<file path="config.mk">
export PLATFORM = sky130hd
export DESIGN_NAME = quad_sample_sched_flat
export DESIGN_NICKNAME = d
export VERILOG_FILES = /design/src/rtl/quad_snap_if.sv /design/src/rtl/quad_sample_sched.sv /design/src/flat_wrapper.sv
export SDC_FILE = /design/constraint.sdc
export NUM_CORES = 1
export LEC_CHECK = 0
export ABC_AREA = 1
export CORE_MARGIN = 4
export CORE_UTILIZATION = 45
export CTS_CLUSTER_DIAMETER = 100
export CTS_CLUSTER_SIZE = 8
export DETAILED_ROUTE_END_ITERATION = 16
export PLACE_DENSITY = 0.8
export SYNTH_ARGS = -nofsm -noshare
export SYNTH_HDL_FRONTEND = slang
export SYNTH_SLANG_ARGS = --single-unit
</file>
<file path="constraint.sdc">
create_clock -name hba_clk -period 4.9 [get_ports hba_clk]
set_input_delay 1.225 -clock hba_clk [delete_from_list [all_inputs] [get_ports hba_clk]]
set_output_delay 1.225 -clock hba_clk [all_outputs]
set_load 0.05 [all_outputs]
</file>
<file path="src/rtl/quad_snap_if.sv">
// Snapshot handshake bundle between the sample scheduler and the register bank.
// The master presents positions/velocities with snap_valid; the slave returns snap_ack.
interface quad_snap_if #(
    parameter int CNT_WIDTH = 16
);
    logic [CNT_WIDTH-1:0] pos0;
    logic [CNT_WIDTH-1:0] pos1;
    logic [CNT_WIDTH-1:0] vel0;
    logic [CNT_WIDTH-1:0] vel1;
    logic                 snap_valid;
    logic                 snap_ack;

    modport master (
        output pos0, pos1, vel0, vel1, snap_valid,
        input  snap_ack
    );

    modport slave (
        input  pos0, pos1, vel0, vel1, snap_valid,
        output snap_ack
    );
endinterface

</file>
<file path="src/rtl/quad_sample_sched.sv">
// Periodic sample scheduler: latches both encoder counts together, derives
// per-interval deltas, and hands the snapshot over a valid/ack handshake.
module quad_sample_sched #(
    parameter int CNT_WIDTH = 16,
    parameter int PRE_WIDTH = 16,
    parameter int PER_WIDTH = 8
) (
    input  logic                 hba_clk,
    input  logic                 hba_reset_n,
    input  logic                 en,
    input  logic [PRE_WIDTH-1:0] prescale,
    input  logic [PER_WIDTH-1:0] period,
    input  logic                 sample_now,
    input  logic [CNT_WIDTH-1:0] count0,
    input  logic [CNT_WIDTH-1:0] count1,
    input  logic                 clr_overrun,
    input  logic                 irq_en,
    output logic                 overrun,
    output logic [7:0]           miss_cnt,
    output logic                 irq,
    quad_snap_if.master          snap
);

    localparam logic [0:0] EMPTY = 1'b0;
    localparam logic [0:0] FULL  = 1'b1;

    logic [0:0]           state_q, state_d;
    logic [PRE_WIDTH-1:0] pre_cnt_q, pre_cnt_d;
    logic [PER_WIDTH-1:0] per_cnt_q, per_cnt_d;
    logic [CNT_WIDTH-1:0] prev0_q, prev0_d;
    logic [CNT_WIDTH-1:0] prev1_q, prev1_d;
    logic [CNT_WIDTH-1:0] pos0_q, pos0_d;
    logic [CNT_WIDTH-1:0] pos1_q, pos1_d;
    logic [CNT_WIDTH-1:0] vel0_q, vel0_d;
    logic [CNT_WIDTH-1:0] vel1_q, vel1_d;
    logic                 primed_q, primed_d;
    logic                 overrun_q, overrun_d;
    logic [7:0]           miss_q, miss_d;

    logic tick;
    logic sample_evt;
    logic latch;
    logic drop;

    assign tick       = en && (pre_cnt_q == prescale);
    assign sample_evt = en && (sample_now || (tick && per_cnt_q == period));
    assign latch      = sample_evt && (state_q == EMPTY || snap.snap_ack);
    assign drop       = sample_evt && state_q == FULL && !snap.snap_ack;

    always_comb begin
        pre_cnt_d = pre_cnt_q + PRE_WIDTH'(1);
        per_cnt_d = per_cnt_q;
        if (!en || sample_now || tick) begin
            pre_cnt_d = '0;
        end
        if (!en || sample_now) begin
            per_cnt_d = '0;
        end else if (tick) begin
            per_cnt_d = (per_cnt_q == period) ? '0 : per_cnt_q + PER_WIDTH'(1);
        end
    end

    always_comb begin
        state_d  = state_q;
        prev0_d  = prev0_q;
        prev1_d  = prev1_q;
        pos0_d   = pos0_q;
        pos1_d   = pos1_q;
        vel0_d   = vel0_q;
        vel1_d   = vel1_q;
        primed_d = primed_q && en;
        if (latch) begin
            state_d  = FULL;
            pos0_d   = count0;
            pos1_d   = count1;
            prev0_d  = count0;
            prev1_d  = count1;
            // First sample after enable/reset has no valid reference point
            vel0_d   = primed_q ? count0 - prev0_q : '0;
            vel1_d   = primed_q ? count1 - prev1_q : '0;
            primed_d = 1'b1;
        end else if (state_q == FULL && snap.snap_ack && !sample_evt) begin
            state_d = EMPTY;
        end
    end

    // A drop in the same cycle as a clear wins so no miss goes unreported
    always_comb begin
        overrun_d = overrun_q;
        miss_d    = miss_q;
        if (drop) begin
            overrun_d = 1'b1;
            if (clr_overrun) begin
                miss_d = 8'd1;
            end else if (miss_q != 8'hFF) begin
                miss_d = miss_q + 8'd1;
            end
        end else if (clr_overrun) begin
            overrun_d = 1'b0;
            miss_d    = 8'd0;
        end
    end

    always_ff @(posedge hba_clk or negedge hba_reset_n) begin
        if (!hba_reset_n) begin
            state_q   <= EMPTY;
            pre_cnt_q <= '0;
            per_cnt_q <= '0;
            prev0_q   <= '0;
            prev1_q   <= '0;
            pos0_q    <= '0;
            pos1_q    <= '0;
            vel0_q    <= '0;
            vel1_q    <= '0;
            primed_q  <= 1'b0;
            overrun_q <= 1'b0;
            miss_q    <= 8'd0;
        end else begin
            state_q   <= state_d;
            pre_cnt_q <= pre_cnt_d;
            per_cnt_q <= per_cnt_d;
            prev0_q   <= prev0_d;
            prev1_q   <= prev1_d;
            pos0_q    <= pos0_d;
            pos1_q    <= pos1_d;
            vel0_q    <= vel0_d;
            vel1_q    <= vel1_d;
            primed_q  <= primed_d;
            overrun_q <= overrun_d;
            miss_q    <= miss_d;
        end
    end

    assign snap.pos0       = pos0_q;
    assign snap.pos1       = pos1_q;
    assign snap.vel0       = vel0_q;
    assign snap.vel1       = vel1_q;
    assign snap.snap_valid = (state_q == FULL);
    assign overrun         = overrun_q;
    assign miss_cnt        = miss_q;
    assign irq             = (state_q == FULL) && irq_en;

endmodule

</file>
<file path="src/flat_wrapper.sv">
// flat-port wrapper written by rule: the top's interface ports become plain ports
module quad_sample_sched_flat 
#(
    parameter int CNT_WIDTH = 16,
    parameter int PRE_WIDTH = 16,
    parameter int PER_WIDTH = 8
)
  (hba_clk, hba_reset_n, en, prescale, period, sample_now, count0, count1, clr_overrun, irq_en, overrun, miss_cnt, irq, snap_pos0, snap_pos1, snap_vel0, snap_vel1, snap_snap_valid, snap_snap_ack);
  quad_snap_if #(.CNT_WIDTH(CNT_WIDTH)) snap_i ();
  input  logic hba_clk;
  input  logic hba_reset_n;
  input  logic en;
  input  logic [PRE_WIDTH-1:0] prescale;
  input  logic [PER_WIDTH-1:0] period;
  input  logic sample_now;
  input  logic [CNT_WIDTH-1:0] count0;
  input  logic [CNT_WIDTH-1:0] count1;
  input  logic clr_overrun;
  input  logic irq_en;
  output logic overrun;
  output logic [7:0] miss_cnt;
  output logic irq;
  output wire logic [$bits(snap_i.pos0)-1:0] snap_pos0;
  output wire logic [$bits(snap_i.pos1)-1:0] snap_pos1;
  output wire logic [$bits(snap_i.vel0)-1:0] snap_vel0;
  output wire logic [$bits(snap_i.vel1)-1:0] snap_vel1;
  output wire logic [$bits(snap_i.snap_valid)-1:0] snap_snap_valid;
  input wire logic [$bits(snap_i.snap_ack)-1:0] snap_snap_ack;
  assign snap_pos0 = snap_i.pos0;
  assign snap_pos1 = snap_i.pos1;
  assign snap_vel0 = snap_i.vel0;
  assign snap_vel1 = snap_i.vel1;
  assign snap_snap_valid = snap_i.snap_valid;
  assign snap_i.snap_ack = snap_snap_ack;
  quad_sample_sched #(.CNT_WIDTH(CNT_WIDTH), .PRE_WIDTH(PRE_WIDTH), .PER_WIDTH(PER_WIDTH)) u_core (.hba_clk(hba_clk), .hba_reset_n(hba_reset_n), .en(en), .prescale(prescale), .period(period), .sample_now(sample_now), .count0(count0), .count1(count1), .clr_overrun(clr_overrun), .irq_en(irq_en), .overrun(overrun), .miss_cnt(miss_cnt), .irq(irq), .snap(snap_i));
endmodule
</file>
==> results.sh <==
export IMPL_status="complete, no violations"
export IMPL_std_cell_rows=42
export IMPL_worst_slew_pin_slew_ns=0.949
export IMPL_fp_coreArea_sq_mm=0.0133
export IMPL_reg2reg_slack_ns=2.33
export IMPL_synth_area_sq_mm=0.00611
export IMPL_portBuffers=137
export IMPL_reg2reg_depth=11
export IMPL_finalWorstPathRequiredPeriod_ns=3.79
export IMPL_final_cell_mix="270 x nand2_1, 136 x clkdlybuf4s50_1, 101 x inv_1, 99 x dfrtp_1, 69 x nor2_1"
export IMPL_cap_violations=0
export IMPL_vias_per_cell=4.91
export IMPL_setup_violations=0
export IMPL_multi_input_area_sq_mm=0.00316
export IMPL_reg2reg_from="u_core.per_cnt_q[6]"
export IMPL_hp_class="reg2reg"
export IMPL_htreeDepth=3
export IMPL_post_cts_buffers=0
export IMPL_path_max_fanout=1
export IMPL_final_cells=1148
export IMPL_grt_max_degree=76
export IMPL_diodes=0
export IMPL_critical_path_arrival_ns=2.56
export IMPL_clock_latency_ns=0.35
export IMPL_drv_slew=0
export IMPL_synthesis_instances=832
export IMPL_die_w_um=125
export IMPL_ant_nets=0
export IMPL_drt_first_pass_iters=5
export IMPL_clock_sinks=99
export IMPL_ys_flop_type="dfrtp_1"
export IMPL_routed_wirelength_um=15200
export IMPL_dr_first_iter_drc_count=377
export IMPL_cts_tree="yes"
export IMPL_ctsLongestPathBuffers=2
export IMPL_required_ns=3.67
export IMPL_layout_cells_most_common="nand2_1"
export IMPL_drive_gt1_frac=0.0278
export IMPL_area_growth_pct=30.2
export IMPL_whs_endpoint="u_core.snap.vel0[0]"
export IMPL_post_drt_wl_per_cell_um=13.2
export IMPL_setup_tns_ns=0
export IMPL_yosysWarnings=0
export IMPL_hold_depth=2
export IMPL_synth_edf_count=0
export IMPL_end_kind="output pin"
export IMPL_fill_cells=1209
export IMPL_yosysSeqAreaShare=0.405
export IMPL_r2r_end="u_core.prev1_q[14]"
export IMPL_path_class="in2out"
export IMPL_start_util=0.460
export IMPL_dieArea_sq_mm=0.0155
export IMPL_nNetsFinal=1065
export IMPL_dp_cells=1132
export IMPL_ctsResizeCount=0
export IMPL_rsz0062_at_grt="no"
export IMPL_min_from="u_core.snap.vel0[0]"
export IMPL_p_leak_nw=3.81
export IMPL_power_density_mw_per_mm2=380
export IMPL_vias=5632
export IMPL_grtUsageTotal=0.200
export IMPL_crit_path_start_kind="input port"
export IMPL_dieHeight_um=125
export IMPL_ioPinCount=138
export IMPL_cts_made_buffers=9
export IMPL_syn_mean_instance_area_sq_um=7.34
export IMPL_ys_ff_latch=99
export IMPL_synthArstFlopShare=1.00
export IMPL_max_slew_margin=0.367
export IMPL_finalClockSkew_ns=0.00865
export IMPL_period_share=0.773
export IMPL_antenna_found_initial=0
export IMPL_cts_hold_buffers=0
export IMPL_grt_pass1_wl_um=25800
export IMPL_vdd_drop_max_mv=0.269
export IMPL_grt_pass1_vias=5414
export IMPL_drc=0
export IMPL_seq_area_sq_mm=0.00248
export IMPL_grt_ovfl_total=0
export IMPL_hpwl_um=11300
export IMPL_clock_root_buffer="clkbuf_16"
export IMPL_hold_viol=0
export IMPL_synth_nets=930
export IMPL_clk_pin_slew_worst_paths_ns=0.06
export IMPL_gp_congestion=0.856
export IMPL_max_freq_mhz=264
export IMPL_ys_types=35
power by group:
part           leakage (nW)  switching [mW]  internal, mW
combinational          2.35           0.809         0.435
clock                 0.159           0.305         0.475
sequential             1.30          0.0767         0.922
registers in the layout, summed over array words and instances (netlist names):
register and flops:
u_core.miss_cnt 8, u_core.overrun 1, u_core.per_cnt_q 8, u_core.pre_cnt_q 16
u_core.prev0_q 16, u_core.prev1_q 16, u_core.primed_q 1, u_core.snap.snap_valid 1
u_core.snap.vel0 16, u_core.snap.vel1 16
metrics by stage:
step	power (mW)	setup slack [ns]	utilization	hold slack, ns	instance area [sq um]
5_1_grt	3.19	1.03	0.598	0.512	7960
3_5_place_dp	2.25	1.01	0.574	0.467	7630
3_3_place_gp	2.24	1.11	0.574	0.462	7630
2_1_floorplan	1.84	2.08	-	0.455	6110
6_report	3.02	1.11	0.598	0.480	7960
4_1_cts	3.05	1.11	0.598	0.486	7960
worst max path at each step:
stage	startpoint	end	cells after the start
CTS	irq_en	irq	4
global route	en	u_core.prev1_q[2]	10
floorplan	irq_en	irq	2
detailed placement	en	u_core.prev1_q[14]	10
finish	irq_en	irq	4
global placement	irq_en	irq	4
layout make-up:
| class | instances | share of cell area |
|---|---|---|
| clock buffers | 12 | 0.0322 |
| multi-input cells | 615 | 0.397 |
| inverters | 104 | 0.0494 |
| repair buffers | 138 | 0.173 |
| well taps | 176 | 0.0277 |
| clock inverters | 4 | 0.00912 |
| flip-flops and latches | 99 | 0.311 |
critical path: stages:
cell and delay (ns):
clkdlybuf4s50_1 0.46, nand2_1 0.05, inv_1 0.05, clkdlybuf4s50_1 0.78
kinds of logic after synthesis:
kind of cell / synth area share
AO/OA/AOI/OAI: 0.105
XOR/XNOR: 0.0516
adder cells (fa/ha/maj): 0.0741
buffers and inverters: 0.0776
flip-flops: 0.405
AND/OR/NAND/NOR: 0.286
synth_stat cells, types with 2 or more instances:
cell	number	area share
o21bai_1	5	0.0061
nand4_1	11	0.011
o21ai_0	55	0.045
nand2_1	270	0.17
nor3_1	9	0.0074
fa_1	2	0.0066
ha_1	33	0.068
buf_4	6	0.0074
buf_2	5	0.0041
a21o_1	4	0.0049
a21oi_1	47	0.038
clkbuf_1	3	0.0018
o21ai_1	3	0.0025
inv_1	101	0.062
a31oi_1	4	0.0041
nand2_2	2	0.0020
nand3b_1	4	0.0049
nor4_1	3	0.0031
nor2_2	2	0.0020
nand3_1	48	0.039
nor2_1	69	0.042
xor2_1	22	0.032
xnor2_1	14	0.020
dfrtp_1	99	0.41
layer usage:
metal | GRT usage | vias to the layer above | wire [um]
li1 | - | 2939 | -
met1 | 0.275 | 2536 | 7340
met2 | 0.322 | 142 | 6880
met3 | 0.0369 | 15 | 713
met4 | 0.0632 | 0 | 230
met5 | 0 | - | 0
(Power assumes the default switching activity.)
